`src/rtl/servant_uart_tx.sv`:
```
// rtl/servant_uart_tx.sv - Wishbone-mapped 8N1 UART transmitter with 8-entry write FIFO
module servant_uart_tx #(
  parameter int FIFO_AW     = 3,
  parameter int DIV_WIDTH   = 16,
  parameter int DEFAULT_DIV = 278
) (
  input  logic        i_wb_clk,
  input  logic        i_wb_rstn,
  input  logic [1:0]  i_wb_adr,
  input  logic [31:0] i_wb_dat,
  input  logic        i_wb_we,
  input  logic        i_wb_cyc,
  output logic [31:0] o_wb_rdt,
  output logic        o_wb_ack,
  output logic        o_tx,
  output logic        o_irq
);

  localparam int DEPTH = 1 << FIFO_AW;
  localparam logic [1:0] S_IDLE  = 2'd0;
  localparam logic [1:0] S_START = 2'd1;
  localparam logic [1:0] S_DATA  = 2'd2;
  localparam logic [1:0] S_STOP  = 2'd3;

  logic [FIFO_AW:0]   wr_ptr_q, wr_ptr_d, rd_ptr_q, rd_ptr_d, level;
  logic [7:0]         mem_q [DEPTH];
  logic               fifo_empty, fifo_full, push, pop;
  logic               overflow_q, overflow_d;
  logic [DIV_WIDTH-1:0] div_q, div_d, cnt_q, cnt_d, reload;
  logic [1:0]         state_q, state_d;
  logic [2:0]         idx_q, idx_d;
  logic [7:0]         shift_q, shift_d;
  logic               tx_q, tx_d, ack_q, ack_d;
  logic [31:0]        rdt_q, rdt_d, rd_val;
  logic               accept, wr_txdata, wr_status, wr_div, bit_end;
  logic               unused_dat;

  assign level      = wr_ptr_q - rd_ptr_q;
  assign fifo_empty = (wr_ptr_q == rd_ptr_q);
  assign fifo_full  = (level == (FIFO_AW+1)'(DEPTH));
  assign accept     = i_wb_cyc && !ack_q;
  assign wr_txdata  = accept && i_wb_we && (i_wb_adr == 2'd0);
  assign wr_status  = accept && i_wb_we && (i_wb_adr == 2'd1);
  assign wr_div     = accept && i_wb_we && (i_wb_adr == 2'd2);
  assign reload     = div_q - DIV_WIDTH'(1);
  assign bit_end    = (cnt_q == '0);
  assign unused_dat = ^i_wb_dat[31:DIV_WIDTH];

  // Bit timing: counter reloads DIV-1 at each boundary, so a DIV write lands on the next bit.
  always_comb begin
    state_d = state_q;
    cnt_d   = cnt_q;
    idx_d   = idx_q;
    shift_d = shift_q;
    pop     = 1'b0;
    case (state_q)
      S_IDLE: begin
        if (!fifo_empty) begin
          pop     = 1'b1;
          shift_d = mem_q[rd_ptr_q[FIFO_AW-1:0]];
          cnt_d   = reload;
          state_d = S_START;
        end
      end
      S_START: begin
        if (bit_end) begin
          cnt_d   = reload;
          idx_d   = 3'd0;
          state_d = S_DATA;
        end else begin
          cnt_d = cnt_q - DIV_WIDTH'(1);
        end
      end
      S_DATA: begin
        if (bit_end) begin
          cnt_d   = reload;
          shift_d = shift_q >> 1;
          if (idx_q == 3'd7) state_d = S_STOP;
          else idx_d = idx_q + 3'd1;
        end else begin
          cnt_d = cnt_q - DIV_WIDTH'(1);
        end
      end
      default: begin
        if (bit_end) begin
          if (!fifo_empty) begin
            pop     = 1'b1;
            shift_d = mem_q[rd_ptr_q[FIFO_AW-1:0]];
            cnt_d   = reload;
            state_d = S_START;
          end else begin
            cnt_d   = '0;
            state_d = S_IDLE;
          end
        end else begin
          cnt_d = cnt_q - DIV_WIDTH'(1);
        end
      end
    endcase
  end

  // Line level is registered from the next state so o_tx never glitches.
  always_comb begin
    case (state_d)
      S_START: tx_d = 1'b0;
      S_DATA:  tx_d = shift_d[0];
      default: tx_d = 1'b1;
    endcase
  end

  always_comb begin
    push       = wr_txdata && (!fifo_full || pop);
    wr_ptr_d   = wr_ptr_q + (FIFO_AW+1)'(push);
    rd_ptr_d   = rd_ptr_q + (FIFO_AW+1)'(pop);
    overflow_d = overflow_q;
    if (wr_status) overflow_d = 1'b0;
    else if (wr_txdata && fifo_full && !pop) overflow_d = 1'b1;
    div_d = div_q;
    if (wr_div) begin
      div_d = (i_wb_dat[DIV_WIDTH-1:0] == '0) ? DIV_WIDTH'(1) : i_wb_dat[DIV_WIDTH-1:0];
    end
  end

  always_comb begin
    rd_val = '0;
    case (i_wb_adr)
      2'd1: begin
        rd_val[0]              = fifo_full;
        rd_val[1]              = fifo_empty;
        rd_val[2]              = (state_q != S_IDLE);
        rd_val[3]              = overflow_q;
        rd_val[FIFO_AW+8:8]    = level;
      end
      2'd2:    rd_val[DIV_WIDTH-1:0] = div_q;
      default: rd_val = '0;
    endcase
    rdt_d = accept ? rd_val : '0;
    ack_d = accept;
  end

  always_ff @(posedge i_wb_clk) begin
    if (push) mem_q[wr_ptr_q[FIFO_AW-1:0]] <= i_wb_dat[7:0];
  end

  always_ff @(posedge i_wb_clk or negedge i_wb_rstn) begin
    if (!i_wb_rstn) begin
      wr_ptr_q   <= '0;
      rd_ptr_q   <= '0;
      overflow_q <= 1'b0;
      div_q      <= DIV_WIDTH'(DEFAULT_DIV);
      cnt_q      <= '0;
      state_q    <= S_IDLE;
      idx_q      <= 3'd0;
      shift_q    <= 8'd0;
      tx_q       <= 1'b1;
      ack_q      <= 1'b0;
      rdt_q      <= '0;
    end else begin
      wr_ptr_q   <= wr_ptr_d;
      rd_ptr_q   <= rd_ptr_d;
      overflow_q <= overflow_d;
      div_q      <= div_d;
      cnt_q      <= cnt_d;
      state_q    <= state_d;
      idx_q      <= idx_d;
      shift_q    <= shift_d;
      tx_q       <= tx_d;
      ack_q      <= ack_d;
      rdt_q      <= rdt_d;
    end
  end

  assign o_tx     = tx_q;
  assign o_wb_ack = ack_q;
  assign o_wb_rdt = rdt_q;
  assign o_irq    = fifo_empty && (state_q == S_IDLE);

endmodule
```
`config.mk`:
```
export PLATFORM = sky130hd
export DESIGN_NAME = servant_uart_tx
export DESIGN_NICKNAME = d
export VERILOG_FILES = /design/src/rtl/servant_uart_tx.sv
export SDC_FILE = /design/constraint.sdc
export NUM_CORES = 1
export LEC_CHECK = 0
export BUFFER_PORTS_ARGS = -buffer_cell sky130_fd_sc_hd__clkbuf_2
export CAP_MARGIN = 20
export CORE_MARGIN = 1
export CORE_UTILIZATION = 63
export CTS_CLUSTER_DIAMETER = 200
export CTS_CLUSTER_SIZE = 10
export DETAILED_ROUTE_END_ITERATION = 12
export GPL_TIMING_DRIVEN = 1
export PLACE_DENSITY = 0.85
export SLEW_MARGIN = 20
export SYNTH_ARGS = -nofsm -noshare
export SYNTH_HDL_FRONTEND = slang
export SYNTH_SLANG_ARGS = --single-unit
```
`constraint.sdc`:
```
create_clock -name i_wb_clk -period 8.77 [get_ports i_wb_clk]
set_input_delay 0.4385 -clock i_wb_clk [delete_from_list [all_inputs] [get_ports i_wb_clk]]
set_output_delay 0.4385 -clock i_wb_clk [all_outputs]
set_load 0.05 [all_outputs]
```
Word level (Yosys, flattened, before mapping)
Memory sizes are Yosys's and may differ from the RTL's.
Cells that the tools add are included.
{ "totals": {"latch_bits": 0, "memories": 1, "rom_bits": 0, "mem_bits_rw": 64, "word_cells": 91, "input_bits": 38, "ff_bits": 72} }
{ "op_classes": {"shifts": 0, "n_bitwise": 1, "reduce_logical": 24, "eq_ne": 13, "order_cmp": 0, "n_addsub": 6, "muxes": 34, "n_div": 0, "n_mul": 0} }
{ "memory_table": {"columns": ["name", "words", "word_bits", "rd", "rd_clocked_by_memory_dff", "wr", "line_no", "rtl"], "rows": [
  ["mem_q", 8, 8, 1, 0, 1, "26", "logic [7:0] mem_q [DEPTH];"]
]} }
{ "op_table": {"columns": ["op", "count"], "rows": [
  ["$mux W16", 6],
  ["$logic_not A16 Y1", 2],
  ["$pmux W16 S2", 1],
  ["$sub A16 B1 Y16 const B", 2],
  ["$mux W8", 3],
  ["$pmux W8 S3", 1],
  ["$pmux W4 S2", 2],
  ["$mux W2", 5],
  ["$logic_and A1 B1 Y1", 9],
  ["$mux W3", 3],
  ["$add A4 B1 Y4", 2],
  ["$mux W4", 2],
  ["$ne A2 B2 Y1 const B", 4],
  ["$reduce_bool A2 Y1", 4],
  ["$mux W1", 7],
  ["$eq A2 B1 Y1 const B", 3],
  ["$eq A2 B2 Y1 const B", 3],
  ["$pmux W2 S3", 1],
  ["$pmux W3 S2", 1],
  ["$eq A4 B4 Y1", 1],
  ["$eq A4 B4 Y1 const B", 1],
  ["$logic_not A2 Y1", 2],
  ["$pmux W1 S2", 2],
  ["$reduce_and A4 Y1", 1],
  ["other kinds (8)", 10]
]} }

Longest topological paths before layout
{ "logic_depth": {"ltp_word": 8, "ltp_mapped": 11} }

Least setup slack after synthesis
OpenSTA, ideal clock, no wires.
{ "synth_path": {"path_kind": "flip-flop to flip-flop", "start": "register rd_ptr_q[2]", "end": "memory mem_q[1][0], enable pin", "arrival_ps": 2655, "path_buffers": 2, "path_stages_with_launch": 10, "t_required_ps": 8387, "slack_ps": 5732, "path_cell_list": "dfrtp_1 -> buf_1 -> clkinv_1 -> ha_1 -> nand3_1 -> or2_2 -> clkbuf_1 -> nand2_1 -> a311o_1 -> nor3_1"} }
{ "synth_via": {"elab_chain_cells": 8, "word_cells_on_any_way": 11, "classes_between": "1 x add/sub; 2 x eq/ne; 5 x mux; 3 x reduce/logical"} }
{ "synth_lines": {"columns": ["element", "line_no", "rtl"], "rows": [
  ["from (decl)", "25", "logic [FIFO_AW:0] wr_ptr_q, wr_ptr_d, rd_ptr_q, rd_ptr_d, level;"],
  ["from (signal assigned)", "160", "rd_ptr_q <= rd_ptr_d;"],
  ["branches (longest 4 deep; another with $sub A4 B4 Y4)", null, null],
  ["$logic_or A1 B1 Y1 (*)", "112", "push = wr_txdata && (!fifo_full || pop);"],
  ["$logic_and A1 B1 Y1 (*)", "112", null],
  ["$mux W1 (*)", "142", "if (push) mem_q[wr_ptr_q[FIFO_AW-1:0]] <= i_wb_dat[7:0];"],
  ["$mux W1 (implied by the code) (*)", "142", null],
  ["to (decl)", "26", null]
]} }
Mark *: on every way between the ends.

Final worst setup path
{ "layout_path": {"start": "register rd_ptr_q[2]", "end": "output o_irq"} }
{ "layout_via": {"elab_chain_cells": 2} }
{ "layout_lines": {"columns": ["element", "line_no", "rtl"], "rows": [
  ["$eq A4 B4 Y1", "39", "assign fifo_empty = (wr_ptr_q == rd_ptr_q);"],
  ["$logic_and A1 B1 Y1", "176", "assign o_irq = fifo_empty && (state_q == S_IDLE);"],
  ["to (decl)", "16", "output logic o_irq"]
]} }
No other way between the ends.

==> results.toml <==
[die]
ios = 73
num_rows = 36
die_h_um = 104
die_x_um = 104
start_util_pct = 66.1
coreArea_mm2 = 0.00991
die_area_mm2 = 0.0108

[cells_and_area]
fin_area_mm2 = 0.00730
fin_nets = 618
diodes = 0
post_route_cells_drive_above_1_share_pct = 20.9
area.growth.synth_to_final_pct = 11.5

[global_route]
grt_pass1_wl_um = 24400
grt_pass1_vias = 4537
grtUsageTotal_pct = 30.2
grt_antenna_before_repair = 0
grt_max_degree = 73
grt-ovfl-total = 0

[route]
wl_per_cell_um = 21.6
drtIter0Drc = 440
num_vias = 4649
vias_per_cell = 6.58
finalWirelength_um = 15300
ant_nets = 0
drc = 0
first_pass_iters = 5

[critical_path]
crit_fanout = 23
regToRegStartpoint = "rd_ptr_q[2]$_DFF_PN0_"
r2r_slack_ns = 5.06
cp-start-kind = "flop"
crit_required_ns = 8.33
crit_start = "rd_ptr_q[2]$_DFF_PN0_"
critPathKind = "reg -> out"
cp-end-kind = "output port"
cp_data_arrival_time_ns = 3.79

[synthesis]
synth_warnings = 0
synth_edf_count = 64
async_flop_share_pct = 52.9
ys_seq_area_share_pct = 56.9
synth_top_area_cell = "edfxtp_1"
yosys.area.top_type_share_pct = 29.3
synthTopCellsByArea = "edfxtp_1 (29%), dfrtp_1 (26%), mux4_2 (5.5%), ha_1 (3.6%), mux2_2 (2.6%)"
syn_area_per_cell_um2 = 12.4
synth_seq_cells = 136
syn_area_mm2 = 0.00655
synthCells = 527
synthDistinctLibCells = 66
synth_ff_type = "dfrtp_1"

[clocking]
cts_tree = "yes"
clkTransAtPathRegs_ns = 0.06
clock_path_buffers = 2
postCtsResizedCells = 0
cts.sinks = 136
root_buffer = "clkbuf_8"
post_cts_buffers = 0
h-tree-depth = 4
cts_buffers = 17
insertion_delay_ns = 0.54
hold_buffers = 0

[placement]
preCtsSetupSlack_ns = 5.08
hpwlAfterDp_um = 9630
gp_congestion = 0.840
placed_area_mm2 = 0.00676
port_buffers = 40

[job]
maxCapViolCount = 0

[timing]
final-hold-violation-count = 0
hold_ws_ns = 0.111
skew_ns = 0.0105
post-route-period-util_pct = 48.2
worst_pin_slew_ns = 1.04
rsz0062_at_grt = "false"
fin_setup_tns_ns = 0
worst_slack_ns = 4.54
period_minus_slack_ns = 4.23
setup_violations = 0
final_max_slew_viol_count = 0
fmax_mhz = 236
max_slew_margin_pct = 28.6

[power]
p_int_mw = 1.50
peakVddDrop_uv = 222
power_frac_seq_pct = 39.9
switchingPower_uw = 916
power.leakage_nw = 2.97
switching_share_pct = 37.9
clock_power_share_pct = 27.3
p_total_mw = 2.42
pwr-share-comb_pct = 32.8
p_per_area_mw_per_mm2 = 331

[status]
status = "finished clean"

[min_path]
hold_class = "in -> async"
-- cells in the mapped netlist (12+ instances only) --
master     n
mux2_2    15
nor2_1    40
nor3_1    14
clkbuf_1  18
ha_1      19
edfxtp_1  64
xnor2_1   13
inv_1     22
dfrtp_1   67
nand3_1   12
o21ai_0   20
mux4_2    16
nand2_1   37
a22o_1    13
buf_4     17
-- cell usage in the layout, fill, tap and decap left out, types with 3 or more instances in the layout --
cell,n
inv_6,5
o21ai_0,19
or3_1,5
nor4_1,10
and3_1,9
inv_1,22
ha_1,19
a32oi_1,3
mux4_2,16
xnor2_1,13
nor2b_1,3
conb_1,16
a31oi_1,8
nor3b_1,3
nor3_1,12
clkbuf_2,39
edfxtp_1,64
o211ai_1,10
a22o_1,13
nand2_1,37
a21o_1,3
o32ai_1,4
or4_1,5
clkbuf_16,16
a21oi_1,6
mux2_2,15
o22ai_1,5
dfstp_2,5
nor2_1,40
a22oi_1,7
nand3_1,12
dfrtp_1,66
xor2_1,8
-- power by group through the flow --
| stage | registers [mW] | clock network [mW] | logic [mW] |
|---|---|---|---|
| floorplan | 0.898 | 0 | 0.642 |
| global placement | 0.953 | 0 | 0.719 |
| detailed placement | 0.967 | 0 | 0.760 |
| CTS | 0.961 | 0.662 | 0.777 |
| global route | 0.983 | 0.691 | 0.857 |
| finish | 0.965 | 0.660 | 0.792 |
-- per-layer routing --
layer	share of wire (%)	GRT usage (%)	routed length, µm	vias to the layer above
li1	-	-	-	2012
met1	39	38.0	6000	2320
met2	50	50.0	7690	263
met3	7.1	7.89	1090	54
met4	3.2	12.3	492	0
met5	0	0	0	-
-- kinds of logic after synthesis --
group,Yosys count,share of synthesized area [%]
mux,33,8.38
other cells,1,0.0572
buf+inv,65,4.89
xor+xnor,21,2.81
fa+ha+maj,20,3.93
simple gates,150,11.8
flops,136,56.9
compound gates,101,11.2
-- stage by stage --
| step | util (%) | std cells |
|---|---|---|
| 5_1_grt | 73.7 | 706 |
| 3_5_place_dp | 68.2 | 674 |
| 3_3_place_gp | 68.1 | 674 |
| 4_1_cts | 73.7 | 706 |
| 6_report | 73.7 | 706 |
| 2_1_floorplan | - | 542 |
-- sequential cells by signal, summed over array words and instances, names as in the netlist --
name,flops
mem_q,64
cnt_q,16
div_q,16
o_wb_rdt,16
shift_q,8
rd_ptr_q,4
wr_ptr_q,4
idx_q,3
state_q,2
o_tx,1
o_wb_ack,1
overflow_q,1
-- area by class of cell --
cell class / instances / area (µm²)
timing repair buffer: 41 / 208
clock inverter: 13 / 120
tap: 133 / 166
inverter: 23 / 86.3
sequential: 136 / 3730
multi-input combinational: 341 / 2570
fill: 609 / 2610
clock buffer: 19 / 422
-- worst paths after layout --
kind	end	cells past startpoint
hold / removal	cnt_q[12]$_DFFE_PN0N_	2
setup reg to reg	mem_q[5][7]$_DFFE_PP_	7
max in group asynchronous	rd_ptr_q[0]$_DFF_PN0_	2
hold reg to reg	rd_ptr_q[3]$_DFF_PN0_	1
min in group i_wb_clk	div_q[8]$_DFFE_PN1P_	2
setup / recovery	o_irq	7
-- worst max-delay path, stage by stage, from the launching register on --
cell and delay (ns):
dfrtp_1 0.65, clkinv_1 0.37, ha_1 0.47, nand3_1 0.15, nor2_1 0.29, nand2_1 0.48, inv_1 0.48, clkbuf_2 0.36
(Power assumes the default switching activity.)
